## src/rtl/fetch_unit_pkg.sv

```systemverilog
// Shared definitions for the nibble-CPU fetch stage: FSM encoding, default
// field widths and the boot program image compiled into the ROM.
package fetch_unit_pkg;

  localparam int DEF_ADDR_W  = 12;
  localparam int DEF_INSTR_W = 4;
  localparam int DEF_OPER_W  = 4;
  localparam int DEF_PROG_W  = DEF_INSTR_W + DEF_OPER_W;

  localparam logic [1:0] ST_IDLE_ENC  = 2'd0;
  localparam logic [1:0] ST_FETCH_ENC = 2'd1;
  localparam logic [1:0] ST_LATCH_ENC = 2'd2;
  localparam logic [1:0] ST_EXEC_ENC  = 2'd3;

  typedef enum logic [1:0] {
    FS_IDLE  = ST_IDLE_ENC,
    FS_FETCH = ST_FETCH_ENC,
    FS_LATCH = ST_LATCH_ENC,
    FS_EXEC  = ST_EXEC_ENC
  } fetch_state_t;

  function automatic int prog_width(input int instr_w, input int oper_w);
    return instr_w + oper_w;
  endfunction

  // Contents of memory.list; the last ROM location holds the wrap-test word.
  function automatic logic [DEF_PROG_W-1:0] boot_word(input logic [31:0] addr,
                                                      input logic        is_last);
    logic [DEF_PROG_W-1:0] w;
    w = '0;
    if (is_last) begin
      w = 8'hF0;
    end else begin
      case (addr)
        32'd0:   w = 8'h1A;
        32'd1:   w = 8'h2B;
        32'd2:   w = 8'h3C;
        default: w = 8'h00;
      endcase
    end
    return w;
  endfunction

endpackage

```

## src/rtl/fetch_unit_program_rom.sv

```systemverilog
// Program ROM with a registered read port (one cycle from address to data).
module program_rom
  import fetch_unit_pkg::*;
#(
  parameter int    ADDR_W   = DEF_ADDR_W,
  parameter int    PROG_W   = DEF_PROG_W,
  parameter string ROM_FILE = "memory.list"
) (
  input  logic              clk,
  input  logic [ADDR_W-1:0] addr,
  output logic [PROG_W-1:0] q
);

  // The memory.list image is compiled in, so no file is needed at elaboration;
  // any other image name yields an erased (all-zero) ROM.
  localparam bit BOOT_IMAGE = (ROM_FILE == "memory.list") || (ROM_FILE == "");

  always_ff @(posedge clk) begin
    if (BOOT_IMAGE) q <= PROG_W'(boot_word(32'(addr), &addr));
    else            q <= '0;
  end

endmodule

```

## src/rtl/fetch_unit.sv

```systemverilog
// Fetch stage: loadable PC, synchronous program ROM, fetch register and the
// IDLE/FETCH/LATCH/EXEC sequencer that hands words to the decoder.
module fetch_unit
  import fetch_unit_pkg::*;
#(
  parameter int    ADDR_W   = DEF_ADDR_W,
  parameter int    INSTR_W  = DEF_INSTR_W,
  parameter int    OPER_W   = DEF_OPER_W,
  parameter string ROM_FILE = "memory.list"
) (
  input  logic                       clk,
  input  logic                       reset,
  input  logic                       load_pc,
  input  logic [ADDR_W-1:0]          load_addr,
  input  logic                       pc_en,
  input  logic                       fetch_en,
  input  logic                       stall,
  output logic [ADDR_W-1:0]          pc,
  output logic [INSTR_W+OPER_W-1:0]  program_byte,
  output logic [INSTR_W-1:0]         instruccion,
  output logic [OPER_W-1:0]          operando,
  output logic                       valid,
  output logic                       wrap
);

  localparam int PROG_W = prog_width(INSTR_W, OPER_W);

  fetch_state_t      state;
  logic [PROG_W-1:0] rom_q;

  program_rom #(
    .ADDR_W   (ADDR_W),
    .PROG_W   (PROG_W),
    .ROM_FILE (ROM_FILE)
  ) u_rom (
    .clk  (clk),
    .addr (pc),
    .q    (rom_q)
  );

  assign instruccion = program_byte[PROG_W-1 -: INSTR_W];
  assign operando    = program_byte[OPER_W-1:0];

  always_ff @(posedge clk or negedge reset) begin
    if (!reset) begin
      state        <= FS_IDLE;
      pc           <= '0;
      program_byte <= '0;
      valid        <= 1'b0;
      wrap         <= 1'b0;
    end else begin
      wrap <= 1'b0;
      // A reload restarts the fetch at the new address; whatever rom_q holds
      // now belongs to the old PC and is never latched.
      if (load_pc) begin
        pc    <= load_addr;
        valid <= 1'b0;
        state <= FS_FETCH;
      end else begin
        case (state)
          FS_IDLE: begin
            if (fetch_en) state <= FS_FETCH;
          end
          FS_FETCH: begin
            state <= FS_LATCH;
          end
          FS_LATCH: begin
            program_byte <= rom_q;
            if (pc_en) begin
              pc   <= pc + 1'b1;
              wrap <= &pc;
            end
            valid <= 1'b1;
            state <= FS_EXEC;
          end
          FS_EXEC: begin
            if (!stall) begin
              valid <= 1'b0;
              state <= fetch_en ? FS_FETCH : FS_IDLE;
            end
          end
          default: state <= FS_IDLE;
        endcase
      end
    end
  end

endmodule

```

## config.mk

```make
export PLATFORM = sky130hd
export DESIGN_NAME = fetch_unit
export DESIGN_NICKNAME = d
export VERILOG_FILES = /design/src/rtl/fetch_unit_pkg.sv /design/src/rtl/fetch_unit_program_rom.sv /design/src/rtl/fetch_unit.sv
export SDC_FILE = /design/constraint.sdc
export NUM_CORES = 1
export LEC_CHECK = 0
export CELL_PAD_IN_SITES_DETAIL_PLACEMENT = 1
export CELL_PAD_IN_SITES_GLOBAL_PLACEMENT = 1
export CORE_UTILIZATION = 37
export CTS_CLUSTER_SIZE = 16
export DETAILED_ROUTE_END_ITERATION = 12
export PLACE_DENSITY_LB_ADDON = 0.1
export SETUP_SLACK_MARGIN = 0.5
export SYNTH_ARGS = -nofsm -noshare
export SYNTH_HDL_FRONTEND = slang
export SYNTH_HIERARCHICAL = 1
export SYNTH_SLANG_ARGS = --single-unit
```

## constraint.sdc

```tcl
create_clock -name clk -period 4.7 [get_ports clk]
set_input_delay 1.175 -clock clk [delete_from_list [all_inputs] [get_ports clk]]
set_output_delay 1.175 -clock clk [all_outputs]
set_load 0.01 [all_outputs]
```

==> results_dict.tcl, run 1 <==
set metrics [dict create \
    crit_path_max_fanout 30 \
    grt_max_degree 31 \
    rows 22 \
    path_clk_slew_ps 60 \
    syn_area_um2 1503 \
    drc 0 \
    fin_skew_ps 5.165 \
    core_area_um2 3771 \
    place_hpwl_mm 2.551 \
    p_sw_frac 0.2796 \
    drive_gt1_frac 0.1036 \
    vias_per_cell 5.108 \
    leakage_nw 0.8552 \
    slew_violations 0 \
    synth.distinct_cells 32 \
    peakVddDrop_mv 0.2126 \
    cts_sinks 31 \
    ios 48 \
    cp.required_ps 4860 \
    grt_pass1_vias 1281 \
    fin_crit_sh 0.5623 \
    rsz0062_at_grt "no" \
    cts_tree "done" \
    hold_slack_ps 463.2 \
    setup_viol 0 \
    p_switching_w 0.0002097 \
    p_clk_frac 0.362 \
    relSlewSlack 0.2569 \
    synth_common_cells "dfrtp_1, nand2_1, o21ai_0" \
    dr.pass1.iters 5 \
    synth_top_area_frac 0.3997 \
    ctsLongestPathBuffers 2 \
    first_iter_violations 48 \
    total_power_w 0.0007500 \
    ys_warn_count 6 \
    multi_input_area_um2 651.9 \
    grt.overflow.total 0 \
    postPlaceCellArea_um2 1957 \
    ctsResizeCount 0 \
    synthTopCellsByArea "dfrtp_1, dfxtp_1, xnor2_1" \
    yosysMostFrequentCell "dfrtp_1" \
    cts_setup_buffers 0 \
    seq_area_um2 740.7 \
    drtAntennaViolNets 0 \
    ys_seq_elements 31 \
    final_cells 241 \
    synth_edf_count 0 \
    dieArea_um2 4320 \
    grt_first_pass_wirelength_mm 5.934 \
    wl_per_cell_um 14.79 \
    fin_tns_setup_ps 0 \
    cts_root_buf "clkbuf_8" \
    timing.final.crit_period_ps 2643 \
    tightest_slew_ps 1111 \
    vias 1231 \
    die_h_um 65.73 \
    start_util 0.3985 \
    max_freq_mhz 378.4 \
    place_inst 233 \
    routed_wl_mm 3.564 \
    fin_area_um2 2074 \
    crit_type "primary input to flip-flop" \
    htree_num_levels 2 \
    combPwrFrac 0.208 \
    hold_buffers 0 \
    postSynth.asyncResetShare 0.7742 \
    cp.arrival_ps 2810 \
    max_cap_viol_count 0 \
    die_w_um 65.73 \
    avgSynthCellArea_um2 10.02 \
    io_buffer_count 47 \
    antenna_found_initial 0 \
    antenna_cells 0 \
    startpoint_type "primary input" \
    insertion_delay_ps 280 \
    yosysSeqAreaShare 0.4929 \
    synth_fp_nets 173 \
    synth_cells 150 \
    layout.nets 215 \
    yosysTopAreaCell "dfrtp_1" \
    hold_viol 0 \
    numCtsBuffers 5 \
    status "completed" \
    internal-power_w 0.0005402 \
    min_path_type "flip-flop to flip-flop" \
    seq_power_share 0.430 \
    area_growth_pct 38.05 \
    cp-end-kind "flip-flop" \
    fillCellCount 413 \
    grt.total_usage 0.1837 \
    synthFlopType "dfrtp_1" \
    gp_congestion 0.7795 \
    power.density_nw_per_um2 361.5 \
]
## per-stage QoR
step | worst slack (ps) | util
after floorplan | 2648 | -
after global placement | 1845 | 0.5189
after detailed placement | 1736 | 0.5189
after CTS | 2039 | 0.5501
after global routing | 1950 | 0.5501
final | 2057 | 0.5501
## layout make-up
| type | count | area share |
|---|---|---|
| Timing Repair Buffer | 48 | 0.2304 |
| Clock buffer | 6 | 0.03981 |
| Tap cell | 48 | 0.02895 |
| Sequential cell | 31 | 0.3571 |
| Inverter | 7 | 0.01267 |
| Clock inverter | 2 | 0.01689 |
| Multi-Input combinational cell | 99 | 0.3142 |
## power groups by stage
| stage | Combinational [W] | Sequential [W] | Clock (W) |
|---|---|---|---|
| after global placement | 0.000147 | 0.000325 | 0 |
| final | 0.000156 | 0.000322 | 0.000271 |
| after global routing | 0.000172 | 0.000328 | 0.000286 |
| after CTS | 0.000158 | 0.000322 | 0.000277 |
| after detailed placement | 0.000157 | 0.000327 | 0 |
| after floorplan | 0.0000815 | 0.000326 | 0 |
## state kept, by name (all words and copies together) (netlist names)
register	flops
u_rom/q	7
state	2
program_byte	8
pc	12
wrap	1
valid	1
## worst max-delay path, stage by stage
cell and delay (ps):
clkdlybuf4s50_1 390, buf_4 220, nor2b_1 590, mux2_2 420
## cell usage in the layout, fill, tap and decap left out, drive strengths merged
cell type      netlist  routed
a21o                 1       1
a21oi                2       2
a31oi                1       1
buf                 10       1
bufinv               0       1
clkbuf               3       6
clkdlybuf4s50        0      47
clkinv               0       1
dfrtp               24      24
dfxtp                7       7
ha                   5       5
inv                  7       7
mux2                 8       8
mux2i                1       1
nand2               19      19
nand2b               1       1
nand3                4       4
nand3b               1       1
nand4                5       5
nor2                 8       8
nor2b                1       1
nor3                 3       3
nor3b                2       2
nor4                 7       7
o21ai               15      15
o32a                 1       1
or3                  1       1
or4                  1       1
xnor2               11      11
xor2                 1       1
## final timing paths
check                           slack, ps       start              end  depth (start not counted)
worst min-delay path                  460  u_rom/q[4]  program_byte[4]                          1
max in group asynchronous            2540       reset            pc[3]                          1
worst max-delay path                 2060     load_pc  program_byte[2]                          4
worst max register to register       2710    state[0]  program_byte[2]                          4
min in group asynchronous            1490       reset  program_byte[0]                          1
worst min register to register        460  u_rom/q[4]  program_byte[4]                          1
## kinds of logic after synthesis
logic type,Yosys count,share of synthesized area
fa+ha+maj,5,0.04163
buf+inv,20,0.07327
simple gates,53,0.1832
mux,9,0.06661
compound gates,20,0.07244
xor+xnor,12,0.06994
flops,31,0.4929
## routing by layer
metal | vias to the layer above | routed length [um] | share of wire | GRT usage
met1 | 587 | 1540 | 0.43 | 0.2148
met5 | - | 0 | 0 | 0
met3 | 14 | 191 | 0.054 | 0.05382
met4 | 0 | 90 | 0.025 | 0.07880
li1 | 588 | - | - | -
met2 | 42 | 1741 | 0.49 | 0.3087
Power figures use the tool's default switching activity.
==> inputs of run 2 (changes only) <==
--- a/config.mk
+++ b/config.mk
@@ -7,7 +7,7 @@
 export LEC_CHECK = 0
 export CELL_PAD_IN_SITES_DETAIL_PLACEMENT = 1
 export CELL_PAD_IN_SITES_GLOBAL_PLACEMENT = 1
-export CORE_UTILIZATION = 37
+export CORE_UTILIZATION = 31
 export CTS_CLUSTER_SIZE = 16
 export DETAILED_ROUTE_END_ITERATION = 12
 export PLACE_DENSITY_LB_ADDON = 0.1
==> constraint.sdc (replaced) <==
create_clock -name clk -period 2.2 [get_ports clk]
set_input_delay 0.55 -clock clk [delete_from_list [all_inputs] [get_ports clk]]
set_output_delay 0.55 -clock clk [all_outputs]
set_load 0.01 [all_outputs]
==> results_dict.tcl, run 2 (synthesis gave the netlist of run 1 again) <==
set metrics [dict create \
    start_util 0.3336 \
    insertion_delay_ps 270 \
    relSlewSlack 0.7546 \
    wl_per_cell_um 14.47 \
    postPlaceCellArea_um2 1984 \
    drtAntennaViolNets 0 \
    max_cap_viol_count 0 \
    cp-end-kind "flip-flop" \
    crit_path_max_fanout 5 \
    numCtsBuffers 5 \
    grt_first_pass_wirelength_mm 6.354 \
    drive_gt1_frac 0.2304 \
    path_clk_slew_ps 70 \
    htree_num_levels 2 \
    ios 48 \
    setup_viol 0 \
    cts_sinks 31 \
    largest_register_ff_count 12 \
    cts_tree "done" \
    drc 0 \
    cp.arrival_ps 1790 \
    io_buffer_count 47 \
    path_buf_inv 1 \
    final_util 0.4792 \
    cts_root_buf "clkbuf_8" \
    ctsLongestPathBuffers 2 \
    crit_family "simple AND/OR/NAND/NOR gates" \
    leakage_nw 1.009 \
    max_freq_mhz 613.0 \
    hold_viol 0 \
    fin_tns_setup_ps 0 \
    first_iter_violations 36 \
    dr.pass1.iters 4 \
    fin_area_um2 2158 \
    core_area_um2 4504 \
    timing.final.crit_period_ps 1631 \
    rows 24 \
    vias_per_cell 4.898 \
    slew_violations 0 \
    tightest_slew_ps 367.2 \
    peakVddDrop_mv 0.2443 \
    hold_slack_ps 463.0 \
    crit_chain "inv_2 -> ha_4 -> nand4_2 -> nor3_1 -> xnor2_1 -> o21ai_0" \
    layout.nets 227 \
    routed_wl_mm 3.705 \
    place_hpwl_mm 2.627 \
    reg_top3 "pc (12), program_byte (8), u_rom/q (7)" \
    vias 1254 \
    status "completed" \
    crit_type "flip-flop to flip-flop" \
    antenna_found_initial 0 \
    reg2reg_slack_ps 570 \
    fin_crit_sh 0.7416 \
    total_power_w 0.001518 \
    gp_congestion 0.7920 \
    cp.required_ps 2360 \
    die_w_um 71.63 \
    antenna_cells 0 \
    grt.total_usage 0.1581 \
    die_h_um 71.63 \
    grt_max_degree 25 \
    grt.overflow.total 0 \
    grt_pass1_vias 1327 \
    startpoint_type "flip-flop" \
    dieArea_um2 5130 \
    slowest_delay_ps 430 \
    power.density_nw_per_um2 703.4 \
    final_cell_mix "dlygate4sd2_1, nand2_1, clkdlybuf4s50_1" \
    area_growth_pct 43.63 \
    regMostFlops "pc" \
    min_path_type "flip-flop to flip-flop" \
    critPathSlowestCell "dfrtp_2" \
    rsz0062_at_grt "yes" \
    mostFrequentLayoutCell "dlygate4sd2_1" \
    fin_skew_ps 5.162 \
]
-- run 2: cell types whose count changed in the layout (fill, tap and decap cells not counted), moves of 4 or more --
cell             before  now
dfrtp_2               0   10
dfrtp_1              24   14
dlygate4sd2_1         0   30
nor4_2                1    5
clkdlybuf4s50_1      47   16
buf_4                 1   12
nor4_1                6    2
-- run 2: where the power goes --
part	switching, W	total, W	internal, W
clock network	0.000201	0.000446	0.000245
logic	0.000208	0.000403	0.000196
registers	0.0000497	0.000669	0.000619
total	0.000458	0.00152	0.00106
-- run 2: final cells by class --
cell class                 count  area, um^2
multi-input combinational     99       689.4
inverter                       7       26.28
fill                         515        2346
clock buffer                   6       82.58
tap                           52       65.06
sequential                    31       753.2
clock inverter                 1       5.005
timing repair buffer          60       536.8
-- run 2: worst paths after layout --
path / endpoint / start / cells after the start
worst max register to register: pc[7] / state[0] / 6
max in group asynchronous: pc[6] / reset / 2
worst max-delay path: pc[7] / state[0] / 6
worst min-delay path: program_byte[1] / u_rom/q[1] / 1
worst min register to register: program_byte[1] / u_rom/q[1] / 1
min in group asynchronous: program_byte[0] / reset / 2
-- run 2: worst register-to-register path: stages (launching register included) --
cell and delay, ps:
dfrtp_2 430, inv_2 100, ha_4 180, nand4_2 220
nor3_1 320, xnor2_1 170, o21ai_0 100
-- run 2: stage by stage --
stage,cells,worst slack (ps)
floorplan,150,563.7
global placement,240,182.3
detailed placement,240,145.0
CTS,254,482.4
global route,256,445.9
finish,256,568.6
-- run 2: per-layer routing --
metal | vias to the layer above | share of wire | track usage
li1 | 613 | - | -
met1 | 598 | 0.44 | 0.1950
met2 | 37 | 0.51 | 0.2704
met3 | 6 | 0.042 | 0.03376
met4 | 0 | 0.016 | 0.06100
met5 | - | 0 | 0
-- run 2: repair_timing --
item	CTS	global route
setup endpoints to repair	37	9
hold buffers	0	0
resized for setup	44	5
buffers inserted	7	2
pin swaps	1	0
